[config.mk]
export PLATFORM = sky130hd
export DESIGN_NAME = alu_request_arbiter
export DESIGN_NICKNAME = d
export VERILOG_FILES = /design/src/rtl/alu_request_arbiter_pkg.sv /design/src/rtl/alu_request_arbiter_rr.sv /design/src/rtl/alu_request_arbiter.sv
export SDC_FILE = /design/constraint.sdc
export NUM_CORES = 1
export LEC_CHECK = 0
export CORE_AREA = 2 2 113 115
export DETAILED_ROUTE_END_ITERATION = 8
export DIE_AREA = 0 0 115 117
export GPL_ROUTABILITY_DRIVEN = 0
export GPL_TIMING_DRIVEN = 0
export HOLD_SLACK_MARGIN = 0.08
export PLACE_DENSITY = 0.8
export SYNTH_ARGS = -nofsm -noshare
export SYNTH_HDL_FRONTEND = slang
export SYNTH_SLANG_ARGS = --single-unit
[constraint.sdc]
create_clock -name Clock -period 5.2 [get_ports Clock]
set_clock_uncertainty 0.15 [all_clocks]
set_input_delay 1.56 -clock Clock [delete_from_list [all_inputs] [get_ports Clock]]
set_output_delay 1.56 -clock Clock [all_outputs]
set_load 0.02 [all_outputs]
[src/rtl/alu_request_arbiter_pkg.sv]
// Shared definitions for the ALU request arbiter: ALU function codes, flag
// bit positions and the arbiter state encoding.
package alu_pkg;

  localparam int DEF_DATA_W = 32;
  localparam int DEF_FUN_W  = 5;

  // FunSel[3:0] operation codes; FunSel[4] selects 32-bit width
  localparam logic [3:0] FS_ADD = 4'b0100;
  localparam logic [3:0] FS_ADC = 4'b0101;
  localparam logic [3:0] FS_SUB = 4'b0110;
  localparam logic [3:0] FS_AND = 4'b0111;
  localparam logic [3:0] FS_OR  = 4'b1000;
  localparam logic [3:0] FS_XOR = 4'b1001;
  localparam logic [3:0] FS_LSL = 4'b1011;
  localparam int         FS_WIDTH32_BIT = 4;

  localparam int FLAG_Z = 3;
  localparam int FLAG_C = 2;
  localparam int FLAG_N = 1;
  localparam int FLAG_O = 0;

  typedef enum logic [1:0] {
    ST_IDLE = 2'd0,
    ST_EXEC = 2'd1,
    ST_RESP = 2'd2
  } arb_state_t;

  function automatic logic [DEF_FUN_W-1:0] fun32(input logic [3:0] op);
    return {1'b1, op};
  endfunction

endpackage

[src/rtl/alu_request_arbiter_rr.sv]
// Two-way round-robin grant: a lone requester wins, on a tie the port that
// was not granted last time wins.
module rr_arbiter2 (
  input  logic i_valid0,
  input  logic i_valid1,
  input  logic i_last_grant,
  output logic o_grant,
  output logic o_any
);

  assign o_any   = i_valid0 | i_valid1;
  assign o_grant = (i_valid0 & i_valid1) ? ~i_last_grant : i_valid1;

endmodule

[src/rtl/alu_request_arbiter.sv]
// Shares one ALU between two valid/ready requesters; one operation in flight,
// result returned with the ALU's registered flags.
module alu_request_arbiter
  import alu_pkg::*;
#(
  parameter int DATA_W = DEF_DATA_W,
  parameter int FUN_W  = DEF_FUN_W
) (
  input  logic              Clock,
  input  logic              Reset,
  input  logic              req0_valid,
  output logic              req0_ready,
  input  logic [DATA_W-1:0] req0_A,
  input  logic [DATA_W-1:0] req0_B,
  input  logic [FUN_W-1:0]  req0_FunSel,
  input  logic              req0_WF,
  input  logic              req1_valid,
  output logic              req1_ready,
  input  logic [DATA_W-1:0] req1_A,
  input  logic [DATA_W-1:0] req1_B,
  input  logic [FUN_W-1:0]  req1_FunSel,
  input  logic              req1_WF,
  output logic              rsp0_valid,
  input  logic              rsp0_ready,
  output logic              rsp1_valid,
  input  logic              rsp1_ready,
  output logic [DATA_W-1:0] rsp_data,
  output logic [3:0]        rsp_flags,
  output logic [DATA_W:0]   alu_A,
  output logic [DATA_W:0]   alu_B,
  output logic [FUN_W-1:0]  alu_FunSel,
  output logic              alu_WF,
  input  logic [DATA_W:0]   alu_ALUOut,
  input  logic [3:0]        alu_Flags
);

  arb_state_t        r_state;
  arb_state_t        w_state_next;
  logic              r_last_grant;
  logic              r_owner;
  logic [DATA_W-1:0] r_op_A;
  logic [DATA_W-1:0] r_op_B;
  logic [FUN_W-1:0]  r_op_fun;
  logic              r_op_wf;
  logic [DATA_W-1:0] r_result;

  logic w_grant;
  logic w_any;
  logic w_accept;
  logic w_rsp_ready;
  logic w_unused_carry;

  rr_arbiter2 u_rr (
    .i_valid0     (req0_valid),
    .i_valid1     (req1_valid),
    .i_last_grant (r_last_grant),
    .o_grant      (w_grant),
    .o_any        (w_any)
  );

  assign w_unused_carry = alu_ALUOut[DATA_W];
  assign w_rsp_ready    = r_owner ? rsp1_ready : rsp0_ready;

  // Every handshake output is qualified by Reset so nothing leaks during reset
  always_comb begin
    w_state_next = r_state;
    w_accept     = 1'b0;
    req0_ready   = 1'b0;
    req1_ready   = 1'b0;
    rsp0_valid   = 1'b0;
    rsp1_valid   = 1'b0;
    alu_WF       = 1'b0;
    alu_FunSel   = '0;
    case (r_state)
      ST_IDLE: begin
        w_accept   = Reset & w_any;
        req0_ready = w_accept & ~w_grant;
        req1_ready = w_accept & w_grant;
        if (w_accept) w_state_next = ST_EXEC;
      end
      ST_EXEC: begin
        alu_FunSel   = r_op_fun;
        alu_WF       = Reset & r_op_wf;
        w_state_next = ST_RESP;
      end
      ST_RESP: begin
        rsp0_valid = Reset & ~r_owner;
        rsp1_valid = Reset & r_owner;
        if (w_rsp_ready) w_state_next = ST_IDLE;
      end
      default: w_state_next = ST_IDLE;
    endcase
  end

  always_ff @(posedge Clock) begin
    if (!Reset) begin
      r_state      <= ST_IDLE;
      r_last_grant <= 1'b1;
      r_owner      <= 1'b0;
      r_op_A       <= '0;
      r_op_B       <= '0;
      r_op_fun     <= '0;
      r_op_wf      <= 1'b0;
      r_result     <= '0;
    end else begin
      r_state <= w_state_next;
      if (w_accept) begin
        r_owner      <= w_grant;
        r_last_grant <= w_grant;
        r_op_A       <= w_grant ? req1_A      : req0_A;
        r_op_B       <= w_grant ? req1_B      : req0_B;
        r_op_fun     <= w_grant ? req1_FunSel : req0_FunSel;
        r_op_wf      <= w_grant ? req1_WF     : req0_WF;
      end
      if (r_state == ST_EXEC) r_result <= alu_ALUOut[DATA_W-1:0];
    end
  end

  assign alu_A     = {1'b0, r_op_A};
  assign alu_B     = {1'b0, r_op_B};
  assign rsp_data  = r_result;
  assign rsp_flags = alu_Flags;

endmodule

-- Yosys cells after proc, flatten, opt, wreduce, memory -nomap -nowiden
Cells that the tools add are included.
W data, S select, Z words.
- add/sub/neg operators: 0
- $mul: 0
- divide/modulo/power cells: 0
- order comparisons: 0
- eq/ne operators: 4
- shifts and indexed selects: 0
- muxes and demuxes: 16
- bitwise logic cells: 11
- reductions and logical operators: 2
- operators by type and width (operator ; count):
    $mux W32 ; 2
    $mux W5 ; 2
    $mux W1 ; 9
    $and A1 B1 Y1 ; 7
    $pmux W2 S3 ; 1
    $mux W2 ; 2
    $ne A2 B2 Y1 const B ; 2
    $not A1 Y1 ; 3
    $eq A2 B1 Y1 const B ; 1
    $eq A2 B2 Y1 const B ; 1
    $logic_not A2 Y1 ; 1
    $reduce_and A2 Y1 ; 1
    $or A1 B1 Y1 ; 1
- bits in registers: 106
- latch bits: 0
- bits in writable memories: 0
- ROM bits: 0
- input port bits: 183
- output and inout port bits: 112
- logic and storage cells: 41
- memories: 0

-- Logic depth before layout (Yosys ltp)
Gate-level depths: netlist of run 1.
- depth after elaboration: 5
- depth in mapped cells: 7
- gate-level depth less buffers: 3

-- By module
Synthesis of run 1 repeated with hierarchy kept, for this count alone.
- cell total of the unflattened synthesis: 487
- area, all modules: 4724.5 um2
- by module, submodules not included (module ; times used ; cells an instance ; area each (um2) ; seq. area each (um2)):
    alu_request_arbiter ; 1 ; 485 ; 4710.8 ; 2122.0
    rr_arbiter2 ; 1 ; 2 ; 13.8 ; 0.0

-- Worst setup path before layout of run 1
Ideal clock, no wire load.
- kind: input to output
- start: in Reset
- end: out req1_ready
- data arrival time: 2.701 ns
- data required time: 3.490 ns
- slack: 0.789 ns
- cell stages on the path: 4
- buffers on the path: 2
- path through: or3b_1 -> buf_6 -> a211oi_4 -> buf_6
- longest elaborated chain between the ends: 3
- ends and longest elaborated chain (item ; line ; text):
    start: declaration ; alu_request_arbiter.sv:10 ; input logic Reset,
    $and A1 B1 Y1 ; alu_request_arbiter.sv:76 ; w_accept = Reset & w_any;
    $and A1 B1 Y1 ; alu_request_arbiter.sv:78 ; req1_ready = w_accept & w_grant;
    $mux W1 ; alu_request_arbiter.sv:74 ; case (r_state)
    end: declaration ; alu_request_arbiter.sv:18 ; output logic req1_ready,
Every way passes these cells.

-- Worst setup path in the final report of run 1
- start: in req1_valid
- end: out req0_ready
- longest elaborated chain between the ends: 5
- elaborated cells between the ends (all ways): 7
- classes of those cells: mux: 2; bitwise: 5
- ends and longest elaborated chain (item ; line ; text):
    start: declaration ; alu_request_arbiter.sv:17 ; input logic req1_valid,
    $and A1 B1 Y1 ; alu_request_arbiter_rr.sv:12 ; assign o_grant = (i_valid0 & i_valid1) ? ~i_last_grant : i_valid1;
    $mux W1 ; alu_request_arbiter_rr.sv:12 ;
    $not A1 Y1 ; alu_request_arbiter.sv:77 ; req0_ready = w_accept & ~w_grant;
    $and A1 B1 Y1 * ; alu_request_arbiter.sv:77 ;
    $mux W1 * ; alu_request_arbiter.sv:74 ;
    end: declaration ; alu_request_arbiter.sv:12 ; output logic req0_ready,
Mark *: on every way between the ends. The rest lies on a longest branch, timed or not.

==> results of run 1 <==
metrics by stage:
stage	power, mW	setup WS, ns	TNS, ns	area, um2
2_1_floorplan	1.23	0.789	0	4340
3_3_place_gp	1.56	-0.706	-0.889	7390
3_5_place_dp	1.57	-0.715	-0.921	7390
4_1_cts	2.35	0.00746	0	7730
5_1_grt	2.43	0.0151	0	7730
6_report	2.33	0.132	0	7730
logic make-up after synthesis:
group | Yosys count | share of synthesized area (%)
AOI/OAI and AO/OA | 108 | 21.3
muxes | 1 | 0.231
buffers and inverters | 57 | 7.08
other | 1 | 0.0866
and+or+nand+nor | 223 | 22.3
DFF | 106 | 49.0
timing repair:
action | CTS | global route
gates resized for setup | 1 | 3
setup buffers | 1 | 0
endpoints found under the setup margin | 2 | 2
pin swaps | 1 | 0
cells in the final DEF (no fill, tap or decap), types with 7 or more instances in the layout:
cell type        count
a221o_1             71
nand2_1            134
a21oi_1             33
clkbuf_16            9
buf_6                8
buf_2                8
clkbuf_1            33
nor3_1              69
buf_4                7
dfxtp_1            106
clkdlybuf4s50_1    285
worst max-delay path, stage by stage:
cell and delay (ns):
clkdlybuf4s50_1 0.44, nor2b_1 0.14, clkbuf_1 0.26, nor3b_2 0.29
clkdlybuf4s50_1 0.66
sequential cells by signal, summed over array words and instances (netlist names):
signal and count:
r_op_A 32, r_op_B 32, rsp_data 32, r_op_fun 5, r_state 2, r_last_grant 1
r_op_wf 1, r_owner 1
how the worst max path moves through the flow:
stage	start	slack (ns)	cells after the start	end
detailed placement	Reset	-0.72	6	req1_ready
global route	req1_valid	0.02	5	req0_ready
floorplan	Reset	0.79	4	req1_ready
global placement	Reset	-0.71	6	req1_ready
finish	req1_valid	0.13	5	req0_ready
CTS	Reset	0.007	6	req1_ready
area by class of cell:
type | count | area, um2
inverters | 2 | 7.51
flip-flops and latches | 106 | 2120
fillers | 1025 | 4580
well taps | 150 | 188
plain buffers | 55 | 299
clock inverters | 7 | 116
multi-input cells | 334 | 1910
repair buffers | 287 | 2870
clock buffers | 9 | 225
report_power, final:
group          switching (mW)  internal, mW  total [mW]
Combinational           0.285         0.331       0.616
Sequential             0.0490         0.891       0.940
Clock                   0.301         0.471       0.772
routing by layer:
| layer | vias up | global-route usage, % |
|---|---|---|
| met2 | 225 | 41.8 |
| met3 | 26 | 4.89 |
| met4 | 0 | 9.08 |
| met1 | 2355 | 26.8 |
| met5 | - | 0 |
| li1 | 2368 | - |
cell usage after synthesis:
master    count
buf_4         6
nor2b_1       3
buf_2         8
and3_1        2
o311a_1       1
dfxtp_1     106
nor3b_1       1
a211oi_4      1
and2_1        6
o21a_1        1
clkbuf_1     33
or3b_1        2
o31a_1        1
nand2_1     134
inv_1         2
nand2b_1      1
a221o_1      71
conb_1        1
nor3_1       69
mux2i_1       1
buf_6         8
a21oi_1      33
nor2_1        5
==> summary.md, run 1 <==
| Metric | Value |
|---|---|
| Endpoint, Worst Hold | `rsp_data[26]` |
| CP arrival | `3.36 ns` |
| Most area-hungry cell type in the Yosys netlist | `dfxtp_1` |
| Wirelength per Cell | `16.9 um` |
| Max Cap Violations | `0` |
| Final wirelength | `16.1 mm` |
| Longest Clk Path Bufs | `2` |
| Synthesized cell area | `0.00433 mm2` |
| Final ANT Viol Nets | `0` |
| Hold_ws | `0.306 ns` |
| Hold Path Cell Cnt | `2` |
| R2R Path End | `r_op_B[24]` |
| Die Area | `0.0135 mm2` |
| CTS Hold Bufs | `0` |
| Count of final hold-check violations | `0` |
| Dpl hpwl | `12.4 mm` |
| Final period utilization | `97.5%` |
| Nets | `978` |
| DR WL met2 | `8.20 mm` |
| Clk slew on worst S/H paths | `0.07 ns` |
| Syn Area/Cell | `8.73 um2` |
| Largest net degree at the start of global routing | `18` |
| Depth of the worst register-to-register path | `5` |
| First DRT Iteration DRCs | `278` |
| GR Util All Layers | `23.1%` |
| IO Port Bufs | `286` |
| Clock Tree Root | `clkbuf_16` |
| Die Ht | `117 um` |
| Leak | `2.93 nW` |
| Worst Setup End Kind | `output port` |
| Number of distinct library cells after synthesis | `23` |
| Slew HR | `65.2%` |
| I/O Pins | `295` |
| Worst Tran Pin Value | `0.522 ns` |
| Share of cells above drive strength 1 | `5.25%` |
| DIE WIDTH | `115 um` |
| Area delta synth->final | `78.6%` |
| Post-Place Cells | `933` |
| Worst min path class | `reg -> reg` |
| Skew-Pair Late Insertion Delay | `0.34 ns` |
| Cts bufs inserted | `9` |
| TritonCTS Sinks | `106` |
| Max Slew Vio Count | `0` |
| GR Overflow Total | `0` |
| CTS tree | `built` |
| Fin cells | `950` |
| Rows | `41` |
| Vias per inst | `5.24` |
| Drt pass-1 iters | `5` |
| Register area share after synthesis | `49.0%` |
| Via Count | `4974` |
| Status | `finished, final reports clean` |
| Max Freq | `0.197 GHz` |
| Initial antenna violation count | `0` |
| # DRC | `0` |
| Synthesis Warnings | `0` |
| Mapped Cells | `496` |
| Post-layout util | `62.8%` |
| WP data required | `3.49 ns` |
| Met3 wire length | `1.15 mm` |
| FF+latch count, synth | `106` |
| CP Max Fanout | `8` |
| Global-route wire length before repair | `24.6 mm` |
| Synth area leaders | `dfxtp_1 (49%), a221o_1 (16%), nand2_1 (12%)` |
| Reg2reg setup slack | `2.95 ns` |
| Setup violators final | `0` |
| H-tree depth | `3` |
| Hold path start | `rsp_data[26]` |
| Worst r2r src | `r_state[0]` |
| WL met1 | `6.38 mm` |
| RSZ-0062 raised after global routing | `false` |
| Core ar. | `0.0123 mm2` |
| Power Density | `301 mW/mm2` |
| Post-synth top area share | `49.0%` |
| Vias in the first global route | `4906` |
| Tmin final | `5.07 ns` |
| Starting Density | `35.2%` |
| Setup crit start kind | `input pin` |
| N_diodes | `0` |
| Worst vdd ir | `0.000148 V` |
| CP Class | `in -> out` |
| Top sig layer | `met4` |
(Power assumes the default switching activity.)
==> inputs of run 2 (changes only) <==
- ABC_AREA: unset -> 1
- PLACE_DENSITY: 0.8 -> 0.85
==> run 2 against run 1 <==
Net effect:
- die area unchanged
- sequential share of layout area decreased by 1.5 points
- cell area increased by 5.6%
- largest cell class unchanged
- first-iteration DRC count increased by 4.0%
- fmax increased by 2.8%
- non-clock buffer count increased by 3
- synthesized cell count increased by 46%
- register-to-register slack improved by 0.72 ns
- clock power decreased by 17%
==> summary.md, run 2 <==
| Metric | Value |
|---|---|
| Slowest stage delay, CP | `0.58 ns (-0.08 ns)` |
| Clk slew on worst S/H paths | `0.07 ns (about the same)` |
| Async set or reset register ratio after synthesis | `0% (unchanged)` |
| Rows | `41 (unchanged)` |
| Max Slew Vio Count | `0 (unchanged)` |
| Tmin final | `4.93 ns (-0.138 ns)` |
| Count of final hold-check violations | `0 (unchanged)` |
| Status | `finished, final reports clean` |
| TritonCTS Sinks | `106 (unchanged)` |
| WP data required | `3.49 ns (about the same)` |
| Number of post-CTS setup repair buffers | `0 (-1)` |
| GR Util All Layers | `23.9% (+0.79 points)` |
| CP Class | `in -> out` |
| H-tree depth | `3 (unchanged)` |
| Nets | `1205 (+23%)` |
| Syn Area/Cell | `6.67 um2 (-24%)` |
| Number of distinct library cells after synthesis | `19 (-17%)` |
| Core ar. | `0.0123 mm2 (unchanged)` |
| CP Max Fanout | `10 (+2)` |
| Final period utilization | `94.8% (-2.6 points)` |
| Max Freq | `0.203 GHz (+2.8%)` |
| Global-route wire length before repair | `25.3 mm (+3.0%)` |
| Main flop type after synthesis | `dfxtp_1` |
| Cts bufs inserted | `9 (unchanged)` |
| N_diodes | `0 (unchanged)` |
| Largest net degree at the start of global routing | `19 (+1)` |
| DIE WIDTH | `115 um (unchanged)` |
| # DRC | `0 (unchanged)` |
| Synthesized cell area | `0.00483 mm2 (+12%)` |
| Most common cell after layout, fill and taps aside | `nand2_1` |
| Drt pass-1 iters | `4 (-1)` |
| Setup violators final | `0 (unchanged)` |
| Worst path cell trace | `clkdlybuf4s50_1 -> nand2_4 -> nand2_4 -> buf_4 -> inv_2 -> nand2_1 -> inv_2 -> dlygate4sd2_1` |
| Delay-heaviest family, CP | `buffers and inverters` |
| Final wirelength | `16.8 mm (+4.4%)` |
| Post-synth top area share | `43.9% (-5.1 points)` |
| Mapped Cells | `725 (+46%)` |
| Post-synth top cells | `nand2_1 (287), dfxtp_1 (106), nor2_1 (75)` |
| Buf/Inv on CP | `5 (+2)` |
| Initial antenna violation count | `0 (unchanged)` |
| Starting Density | `39.2% (+4.1 points)` |
| Worst min path class | `reg -> reg` |
| Worst vdd ir | `0.000133 V (-10%)` |
| CTS Hold Bufs | `0 (unchanged)` |
| Die Area | `0.0135 mm2 (unchanged)` |
| Die Ht | `117 um (unchanged)` |
| XOR/XNOR share of the synthesized area | `0% (unchanged)` |
| Synth Area in Compound Gates | `10.8% (-11 points)` |
| Leak | `3.41 nW (+16%)` |
| Final instance area | `0.00817 mm2 (+5.6%)` |
| Post-Place Cells | `1161 (+24%)` |
| FF+latch count, synth | `106 (unchanged)` |
| Clock Tree Root | `clkbuf_16` |
| Area delta synth->final | `69.0%` |
| Largest family of logic cells by synthesized area | `simple AND/OR/NAND/NOR gates` |
| CP arrival | `3.22 ns (-0.14 ns)` |
| Vias per inst | `4.80 (-8.3%)` |
| Post-synthesis mux area share | `0% (-0.23 points)` |
| Most frequent cell after synthesis | `nand2_1` |
| First DRT Iteration DRCs | `289 (+4.0%)` |
| Most area-hungry cell type in the Yosys netlist | `dfxtp_1` |
| Number of flops mapped to enable cells by yosys | `0 (unchanged)` |
| CTS tree | `built` |
| RSZ-0062 raised after global routing | `false` |
| Setup crit start kind | `input pin` |
| Post-synthesis simple-gate area fraction | `37.1% (+15 points)` |
| Worst Setup End Kind | `output port` |
| Synth area leaders | `dfxtp_1 (44%), nand2_1 (22%), a21oi_1 (7.5%)` |
| Cell at the slowest stage of the critical path | `clkdlybuf4s50_1` |
| Vias in the first global route | `5245 (+6.9%)` |
| Final ANT Viol Nets | `0 (unchanged)` |
| Skew-Pair Late Insertion Delay | `0.34 ns (about the same)` |
| Share of cells above drive strength 1 | `6.04% (+0.79 points)` |
| Longest Clk Path Bufs | `2 (unchanged)` |
| I/O Pins | `295 (unchanged)` |
| Dpl hpwl | `13.2 mm (+6.6%)` |
| Commonest cells after routing, fill and taps aside | `nand2_1 (287), clkdlybuf4s50_1 (283), dfxtp_1 (106), nor2_1 (75)` |
| Area after DPL | `0.00788 mm2 (+6.6%)` |
| Max Cap Violations | `0 (unchanged)` |
| Power Density | `266 mW/mm2 (-12%)` |
| Synthesis Warnings | `0 (unchanged)` |
| Wirelength per Cell | `14.3 um (-16%)` |
| Fin cells | `1177 (+24%)` |
| Via Count | `5654 (+14%)` |
| IO Port Bufs | `285 (-0.35%)` |
| GR Overflow Total | `0 (unchanged)` |
| Register area share after synthesis | `43.9% (-5.1 points)` |
| Adder-cell share of the synthesized area | `0% (unchanged)` |
## run 2: cell types whose count changed in the layout (fill, tap and decap cells not counted), moves of 6 or more
cell,change
nand2_1,+153
nand3_1,+72
a221o_1,-71
nor2_1,+70
nor3_1,-69
a21oi_1,+39
o21ai_0,+32
buf_4,+8
clkbuf_1,-8
and2_1,-6
## run 2: per-layer routing
metal | track usage (%) | vias to the layer above | routed length [um]
met5 | 0 | - | 0
met4 | 9.16 | 0 | 418
met3 | 6.90 | 32 | 1340
met2 | 43.4 | 195 | 8350
met1 | 26.5 | 2535 | 6700
li1 | - | 2892 | -
## run 2: final cells by class
class,instances,area [um2]
clock inverters,7,53.8
multi-input cells,548,2330
well taps,150,188
plain buffers,60,348
fillers,1150,4150
clock buffers,9,225
inverters,12,45.0
flip-flops and latches,106,2120
repair buffers,285,2850
## run 2: path summary, 6_finish.rpt
| path | depth (start not counted) | endpoint | startpoint | slack [ns] |
|---|---|---|---|---|
| max | 8 | req1_ready | req0_valid | 0.27 |
| min | 2 | r_op_A[20] | r_op_A[20] | 0.31 |
| max reg2reg | 6 | r_op_A[31] | r_last_grant | 3.67 |
| min reg2reg | 2 | r_op_A[20] | r_op_A[20] | 0.31 |
## run 2: tightest hold or removal path, cell delays in order (launching register included)
cell	delay [ns]
dfxtp_1	0.31
nand2_1	0.06
a21oi_1	0.05
## run 2: cell families after synthesis
logic type             Yosys count
other                            1
buffers and inverters           72
flip-flops                     106
AO/OA/AOI/OAI                  104
AND/OR/NAND/NOR                442
## run 2: per-stage QoR
stage / setup WS (ns) / TNS [ns] / utilization [%] / power (mW) / hold WS (ns)
after floorplan: 1.04 / 0 / - / 1.23 / 0.293
after global placement: -0.154 / -0.265 / 64.0 / 1.55 / 0.299
after detailed placement: -0.188 / -0.314 / 64.0 / 1.55 / 0.303
after CTS: 0.0231 / 0 / 66.3 / 2.19 / 0.315
after global routing: 0.177 / 0 / 66.3 / 2.29 / 0.331
final: 0.270 / 0 / 66.3 / 2.17 / 0.313
## run 2: report_power, final
part / switching [mW] / internal, mW / total, mW
combinational: 0.313 / 0.312 / 0.625
clock: 0.312 / 0.328 / 0.640
sequential: 0.0325 / 0.876 / 0.908
total: 0.658 / 1.52 / 2.17
## run 2: what timing repair did
action,CTS,global route
gates cloned,0,0
endpoints found under the setup margin,2,1
gates resized for setup,3,1
